==> src/rtl/taxi_axis_frame_len_limit_if.sv <==
// AXI4-Stream interface bundle shared by stream sources and sinks.
// Optional sideband (keep/last/id/dest/user) is always present as wires;
// the *_EN parameters tell consumers whether the field carries meaning.
interface taxi_axis_if #(
    parameter int DATA_W  = 8,
    parameter bit KEEP_EN = (DATA_W > 8),
    parameter int KEEP_W  = (DATA_W + 7) / 8,
    parameter bit LAST_EN = 1'b1,
    parameter bit ID_EN   = 1'b0,
    parameter int ID_W    = 8,
    parameter bit DEST_EN = 1'b0,
    parameter int DEST_W  = 8,
    parameter bit USER_EN = 1'b0,
    parameter int USER_W  = 1
);
    logic [DATA_W-1:0] tdata;
    logic [KEEP_W-1:0] tkeep;
    logic              tvalid;
    logic              tready;
    logic              tlast;
    logic [ID_W-1:0]   tid;
    logic [DEST_W-1:0] tdest;
    logic [USER_W-1:0] tuser;

    modport src (
        output tdata, tkeep, tvalid, tlast, tid, tdest, tuser,
        input  tready
    );

    modport snk (
        input  tdata, tkeep, tvalid, tlast, tid, tdest, tuser,
        output tready
    );
endinterface

==> src/rtl/taxi_axis_frame_len_limit.sv <==
// AXI4-Stream frame-length limiter. Zero-latency pass-through that counts
// beats per frame, cuts frames longer than max_len (forcing tlast and a
// tuser error bit on the last forwarded beat) and swallows the remainder.
// Reports the input length of every frame one cycle after its tlast beat.
// Optional: define TAXI_AXIS_FRAME_LEN_LIMIT_STATS_EN to enable the
// saturating truncated-frame counter on trunc_cnt (tied to 0 otherwise).
module taxi_axis_frame_len_limit #(
    parameter int LEN_W   = 16,
    parameter int ERR_BIT = 0
) (
    input  logic             clk,
    input  logic             rst,
    taxi_axis_if.snk         s_axis,
    taxi_axis_if.src         m_axis,
    input  logic [LEN_W-1:0] max_len,
    output logic [LEN_W-1:0] frame_len,
    output logic             frame_len_valid,
    output logic             frame_trunc,
    output logic [15:0]      trunc_cnt
);
    localparam bit LAST_EN = s_axis.LAST_EN;
    localparam bit USER_EN = s_axis.USER_EN;
    localparam int USER_W  = s_axis.USER_W;

    // Both sides must describe the same stream; there is no width adaptation.
    if (s_axis.DATA_W != m_axis.DATA_W || s_axis.KEEP_EN != m_axis.KEEP_EN ||
        s_axis.KEEP_W != m_axis.KEEP_W || s_axis.LAST_EN != m_axis.LAST_EN ||
        s_axis.ID_EN != m_axis.ID_EN || s_axis.ID_W != m_axis.ID_W ||
        s_axis.DEST_EN != m_axis.DEST_EN || s_axis.DEST_W != m_axis.DEST_W ||
        s_axis.USER_EN != m_axis.USER_EN || s_axis.USER_W != m_axis.USER_W) begin : g_param_chk
        $fatal(1, "taxi_axis_frame_len_limit: s_axis/m_axis interface parameters differ");
    end

    typedef enum logic [1:0] {IDLE, PASS, DROP} state_t;

    state_t           state, state_nxt;
    logic [LEN_W-1:0] cnt, lim;
    logic [LEN_W-1:0] beat_num, lim_eff;
    logic             beat, in_last, trunc_cond;

    // Without tlast every beat is its own frame, so the limit never bites.
    assign in_last  = LAST_EN ? s_axis.tlast : 1'b1;
    assign beat     = s_axis.tvalid && s_axis.tready;
    // Ordinal of the beat currently offered; counter saturates at all-ones.
    assign beat_num = (state == IDLE) ? LEN_W'(1) : ((cnt == '1) ? cnt : cnt + 1'b1);
    // First beat of a frame uses the live max_len, later beats the latched one.
    assign lim_eff  = (state == IDLE) ? max_len : lim;
    // Offered beat is the limit beat of a frame that continues past it.
    assign trunc_cond = (state != DROP) && (lim_eff != '0) && (beat_num == lim_eff) && !in_last;

    // Stream pass-through; DROP sinks the remainder without forwarding.
    assign m_axis.tvalid = (state != DROP) && s_axis.tvalid;
    assign s_axis.tready = (state == DROP) ? 1'b1 : m_axis.tready;
    assign m_axis.tdata  = s_axis.tdata;
    assign m_axis.tkeep  = s_axis.tkeep;
    assign m_axis.tid    = s_axis.tid;
    assign m_axis.tdest  = s_axis.tdest;
    assign m_axis.tlast  = s_axis.tlast | trunc_cond;

    if (USER_EN && USER_W > ERR_BIT) begin : g_err_flag
        // Flag the cut-short final beat in tuser.
        always_comb begin
            m_axis.tuser = s_axis.tuser;
            if (trunc_cond) m_axis.tuser[ERR_BIT] = 1'b1;
        end
    end else begin : g_no_err_flag
        assign m_axis.tuser = s_axis.tuser;
    end

    // Frame state register.
    always_ff @(posedge clk) begin
        if (rst) state <= IDLE;
        else     state <= state_nxt;
    end

    // Next state: end of frame wins, then truncation, then frame start.
    always_comb begin
        state_nxt = state;
        if (beat) begin
            if (in_last)             state_nxt = IDLE;
            else if (trunc_cond)     state_nxt = DROP;
            else if (state == IDLE)  state_nxt = PASS;
        end
    end

    // Beat counter, per-frame limit latch and end-of-frame status pulse.
    always_ff @(posedge clk) begin
        if (rst) begin
            cnt             <= '0;
            lim             <= '0;
            frame_len       <= '0;
            frame_len_valid <= 1'b0;
            frame_trunc     <= 1'b0;
        end else begin
            frame_len_valid <= 1'b0;
            frame_trunc     <= 1'b0;
            if (beat) begin
                cnt <= beat_num;
                if (state == IDLE) lim <= max_len;
                if (in_last) begin
                    frame_len       <= beat_num;
                    frame_len_valid <= 1'b1;
                    frame_trunc     <= (state == DROP);
                end
            end
        end
    end

`ifdef TAXI_AXIS_FRAME_LEN_LIMIT_STATS_EN
    logic [15:0] trunc_cnt_q;

    // Count truncated frames alongside their frame_trunc pulse, saturating.
    always_ff @(posedge clk) begin
        if (rst)
            trunc_cnt_q <= '0;
        else if (beat && in_last && state == DROP && trunc_cnt_q != 16'hFFFF)
            trunc_cnt_q <= trunc_cnt_q + 16'd1;
    end

    assign trunc_cnt = trunc_cnt_q;
`else
    assign trunc_cnt = 16'd0;
`endif
endmodule
==> src/flat_wrapper.sv <==
// flat-port wrapper written by rule: the top's interface ports become plain ports
module taxi_axis_frame_len_limit_flat 
#(
    parameter int LEN_W   = 16,
    parameter int ERR_BIT = 0
)
  (clk, rst, max_len, frame_len, frame_len_valid, frame_trunc, trunc_cnt, s_axis_tdata, s_axis_tkeep, s_axis_tvalid, s_axis_tlast, s_axis_tid, s_axis_tdest, s_axis_tuser, s_axis_tready, m_axis_tdata, m_axis_tkeep, m_axis_tvalid, m_axis_tlast, m_axis_tid, m_axis_tdest, m_axis_tuser, m_axis_tready);
  taxi_axis_if s_axis_i ();
  taxi_axis_if m_axis_i ();
  input  logic clk;
  input  logic rst;
  input  logic [LEN_W-1:0] max_len;
  output logic [LEN_W-1:0] frame_len;
  output logic frame_len_valid;
  output logic frame_trunc;
  output logic [15:0] trunc_cnt;
  input wire logic [$bits(s_axis_i.tdata)-1:0] s_axis_tdata;
  input wire logic [$bits(s_axis_i.tkeep)-1:0] s_axis_tkeep;
  input wire logic [$bits(s_axis_i.tvalid)-1:0] s_axis_tvalid;
  input wire logic [$bits(s_axis_i.tlast)-1:0] s_axis_tlast;
  input wire logic [$bits(s_axis_i.tid)-1:0] s_axis_tid;
  input wire logic [$bits(s_axis_i.tdest)-1:0] s_axis_tdest;
  input wire logic [$bits(s_axis_i.tuser)-1:0] s_axis_tuser;
  output wire logic [$bits(s_axis_i.tready)-1:0] s_axis_tready;
  output wire logic [$bits(m_axis_i.tdata)-1:0] m_axis_tdata;
  output wire logic [$bits(m_axis_i.tkeep)-1:0] m_axis_tkeep;
  output wire logic [$bits(m_axis_i.tvalid)-1:0] m_axis_tvalid;
  output wire logic [$bits(m_axis_i.tlast)-1:0] m_axis_tlast;
  output wire logic [$bits(m_axis_i.tid)-1:0] m_axis_tid;
  output wire logic [$bits(m_axis_i.tdest)-1:0] m_axis_tdest;
  output wire logic [$bits(m_axis_i.tuser)-1:0] m_axis_tuser;
  input wire logic [$bits(m_axis_i.tready)-1:0] m_axis_tready;
  assign s_axis_i.tdata = s_axis_tdata;
  assign s_axis_i.tkeep = s_axis_tkeep;
  assign s_axis_i.tvalid = s_axis_tvalid;
  assign s_axis_i.tlast = s_axis_tlast;
  assign s_axis_i.tid = s_axis_tid;
  assign s_axis_i.tdest = s_axis_tdest;
  assign s_axis_i.tuser = s_axis_tuser;
  assign s_axis_tready = s_axis_i.tready;
  assign m_axis_tdata = m_axis_i.tdata;
  assign m_axis_tkeep = m_axis_i.tkeep;
  assign m_axis_tvalid = m_axis_i.tvalid;
  assign m_axis_tlast = m_axis_i.tlast;
  assign m_axis_tid = m_axis_i.tid;
  assign m_axis_tdest = m_axis_i.tdest;
  assign m_axis_tuser = m_axis_i.tuser;
  assign m_axis_i.tready = m_axis_tready;
  taxi_axis_frame_len_limit #(.LEN_W(LEN_W), .ERR_BIT(ERR_BIT)) u_core (.clk(clk), .rst(rst), .s_axis(s_axis_i), .m_axis(m_axis_i), .max_len(max_len), .frame_len(frame_len), .frame_len_valid(frame_len_valid), .frame_trunc(frame_trunc), .trunc_cnt(trunc_cnt));
endmodule
==> config.mk <==
export PLATFORM = sky130hd
export DESIGN_NAME = taxi_axis_frame_len_limit_flat
export DESIGN_NICKNAME = d
export VERILOG_FILES = /design/src/rtl/taxi_axis_frame_len_limit_if.sv /design/src/rtl/taxi_axis_frame_len_limit.sv /design/src/flat_wrapper.sv
export SDC_FILE = /design/constraint.sdc
export NUM_CORES = 1
export LEC_CHECK = 0
export ABC_AREA = 1
export BUFFER_PORTS_ARGS = -buffer_cell sky130_fd_sc_hd__buf_2
export CORE_UTILIZATION = 40
export CTS_CLUSTER_SIZE = 30
export DETAILED_ROUTE_END_ITERATION = 10
export GPL_TIMING_DRIVEN = 0
export PLACE_DENSITY = 0.66
export SYNTH_ARGS = -nofsm -noshare
export SYNTH_HDL_FRONTEND = slang
export SYNTH_SLANG_ARGS = --single-unit
==> constraint.sdc <==
create_clock -name clk -period 2.77 [get_ports clk]
set_input_delay 0.277 -clock clk [delete_from_list [all_inputs] [get_ports clk]]
set_output_delay 0.277 -clock clk [all_outputs]
set_load 0.05 [all_outputs]
==> flow_results.org <==
** Die
- Row count :: 32
- Measured along the y axis, the die boundary spans about 93 um.
- Die outline area :: 8630 um^2
- After floorplanning, the core was sized to cover between 7000 and 8000 um^2.
- In this run the horizontal extent of the chip is 92.9 um.
- 110 I/O pins were placed.
- Initial standard-cell utilization of the core :: 0.421

** CTS
- The later pin in the worst-skew pair is clocked with a latency of slightly above 0.3 ns.
- The longest clock path from root to sink contains 2 buffers.
- Clock transition at the registers of the reported paths :: around 0.1 ns
- The root buffer cell chosen for the clock tree is clkbuf_8.
- The H-tree was split into 2 levels.
- In this run, CTS created clock tree buffers numbering 5.
- Clock Sinks :: 52
- TritonCTS built the clock tree.

** Synth
- In this run, synthesis produced a sequential element count of 52.
- Synth Instances :: between 400 and 500
- Of the synthesized area, sequential elements account for 0.315.
- Of the total synthesized cell area, the portion taken by AND, OR, NAND and NOR gates is 0.332.
- Area share of xor/xnor cells in the synthesized design :: 0.00795
- Avg Inst Size Synth :: about 6.7 um^2
- By area, the combinational part of the netlist is dominated by simple AND/OR/NAND/NOR gates.
- Syn Std Cell Area :: approximately 3300 um^2
- Of the total synthesized cell area, the portion taken by full adders, half adders and majority gates is 0.00379.
- Fraction of the mapped netlist area in compound gates :: 0.159
- Share of cell area taken by muxes after synthesis :: 0
- Count of unique library cells instantiated by Yosys :: 32
- Yosys printed 0 warnings.

** STA
- Fraction of the cycle the final worst path needs :: 0.973
- Final count of negative-setup-slack endpoints :: 0
- Setup repair after global routing could not meet its margin everywhere.
- After layout, the minimum clock period comes to between 2 and 3 ns.
- Relative slew margins :: 0.599
- The tightest hold path in the finished design has a slack of approximately 0.21 ns.
- At the pin with the least slew margin, the transition time is around 0.6 ns.
- Fin worst setup slack :: approximately 0.076 ns
- Final-report max-slew violation count :: 0
- Between clock sinks in the finished design, the worst skew comes to between 0.01 and 0.015 ns.
- Max Fclk :: 371 MHz
- Hold Fails Final Rpt :: 0

** Layout
- The library cell used most frequently in the layout, excluding fill and tap cells, is nand2_1.
- Most used cells in the layout excluding fill and tap cells :: nand2_1, buf_2, buf_4
- After the last flow step, the layout net total stands at between 600 and 700.
- The repair_antennas step left the layout with diodes totalling 0.
- Share of cells above drive strength 1 :: 0.331
- From synthesis to final layout, the design area changed by 25.1%.

** Global routing
- Global route overflow :: 0
- Wire length of the first global-routing pass :: roughly 14 mm
- Vias in the first global route :: 3,122
- All-layer global routing usage :: 0.210
- Largest net degree at the start of global routing :: 17
- The number of antenna violations at the first check in global routing is 0.

** Power and ir drop
- Power spread over the standard cell area amounts to approximately 460 nW/um^2.
- Worst supply voltage drop on vdd :: 0.288 mV
- Standby leakage power :: 2.01 nW

** Hold path
- The path class of the tightest hold or removal check is input pin to flip-flop.

** Setup path
- Startpoint Class :: flip-flop
- By startpoint and endpoint, the worst setup path is classified as flip-flop to output pin.
- Along the worst path, the maximum fanout reaches 6.
- Data on the critical path is required at its endpoint by 2.49 ns.
- Crit end category :: output pin
- Data arrival at the endpoint of the critical path :: about 2.4 ns

** Drt
- Routed wire length per instance :: between 10 and 15 um
- Drt total wl :: ~9.2 mm
- Iteration-0 DRC count of the detailed router :: around 220
- The detailed router placed between 3k and 4k vias in this run.
- Post-route ant nets :: 0
- For this run, design rule violations remaining after detail routing come to 0.
- Detail-routed via count per cell :: about 5.1
- Before antenna repair, the detailed router went through 7 iterations.

** Flow run
- Max-cap violations in this run came to 0.

** Placement
- Buffers placed on the I/O ports in this run total 67.
- RePlAce Congestion :: approximately 0.9
- Detailed placer's ending HPWL :: around 6.9 mm
- Before CTS, the worst setup slack after placement is 0.0591 ns.

** Run status
- The run finished with clean final reports.
cells in the mapped netlist, drive strengths merged:
| cell | count | area (um^2) |
|---|---|---|
| a211oi | 10 | 75.1 |
| a21oi | 35 | 175 |
| buf | 50 | 367 |
| clkbuf | 14 | 52.6 |
| clkinv | 1 | 5.00 |
| conb | 1 | 3.75 |
| dfxtp | 52 | 1040 |
| ha | 1 | 12.5 |
| inv | 46 | 173 |
| nand2 | 109 | 474 |
| nand3 | 33 | 218 |
| nand3b | 6 | 45.0 |
| nand4 | 10 | 62.6 |
| nor2 | 54 | 215 |
| nor3 | 4 | 20.0 |
| o21ai | 53 | 269 |
| o21bai | 1 | 7.51 |
| or2 | 10 | 62.6 |
| xnor2 | 3 | 26.3 |
what timing repair did:
action,in CTS,in global routing
pin swaps,1,9
hold buffers,0,0
cloned,0,1
setup buffers,1,8
setup endpoints to repair,1,1
resized for setup,8,32
power by group:
group          switching [W]  total (W)  internal, W  leakage, nW
clock               0.000269   0.000565     0.000296       0.0614
combinational       0.000342   0.000496     0.000153         1.52
sequential         0.0000323   0.000821     0.000789        0.431
registers in the layout, summed over array words and instances (netlist names):
signal	cells
u_core.frame_trunc	1
u_core.frame_len	16
u_core.cnt	16
u_core.frame_len_valid	1
u_core.state	2
u_core.lim	16
area by class of cell:
| cell class | count | area (um^2) |
|---|---|---|
| sequential | 52 | 1060 |
| tap | 102 | 128 |
| timing repair buffer | 77 | 438 |
| clock inverter | 2 | 38.8 |
| inverter | 47 | 179 |
| multi-input combinational | 345 | 1780 |
| buffer | 64 | 434 |
| fill | 832 | 3710 |
| clock buffer | 6 | 82.6 |
routing by layer:
metal	GRT usage	up-vias	wire length (um)
met5	0	-	0
met3	0.0287	24	698
met4	0.0821	0	276
li1	-	1739	-
met2	0.360	171	4420
met1	0.265	1582	3850
kinds of logic (layout without fill, tap and decap cells):
family                     Yosys count  after routing
adders and majority gates            1              1
AOI/OAI and AO/OA                   99             99
other                                1             16
xor gates and xnor gates             3              3
DFF                                 52             52
buffers and inverters              111            196
and+or+nand+nor                    226            226
final timing paths:
| kind | startpoint | to | slack (ns) | cells after the start |
|---|---|---|---|---|
| hold / removal | rst | u_core.lim[2]$_SDFFE_PP0P_ | 0.21 | 2 |
| setup reg to reg | u_core.cnt[1]$_SDFFE_PP0P_ | u_core.state[1]$_SDFFE_PP0P_ | 0.46 | 19 |
| setup / recovery | u_core.cnt[1]$_SDFFE_PP0P_ | m_axis_tlast | 0.08 | 17 |
| hold reg to reg | u_core.lim[0]$_SDFFE_PP0P_ | u_core.lim[0]$_SDFFE_PP0P_ | 0.46 | 2 |
metrics by stage:
stage | total power (W) | instance area, um^2 | std cells | TNS (ns) | utilization
finish | 0.00188 | 4130 | 695 | 0 | 0.527
global route | 0.00196 | 4130 | 695 | -0.0563 | 0.527
CTS | 0.00188 | 3980 | 686 | 0 | 0.507
floorplan | 0.00121 | 3360 | 508 | 0 | -
detailed placement | 0.00132 | 3820 | 677 | 0 | 0.487
global placement | 0.00131 | 3820 | 677 | 0 | 0.487
critical path, cell delays in order (launching register included):
cell and delay, ns:
dfxtp_4 0.39, ha_4 0.17, nand3_4 0.09, inv_2 0.07
nand2_4 0.08, inv_4 0.09, nand2_8 0.07, clkbuf_16 0.17
nand3_4 0.06, nand2_2 0.08, nand2_1 0.07, nand2_1 0.05
nor2_1 0.10, nand2_1 0.09, nor2_1 0.14, nand3_2 0.13
nand2_2 0.11, buf_8 0.14
Power figures use the tool's default switching activity.
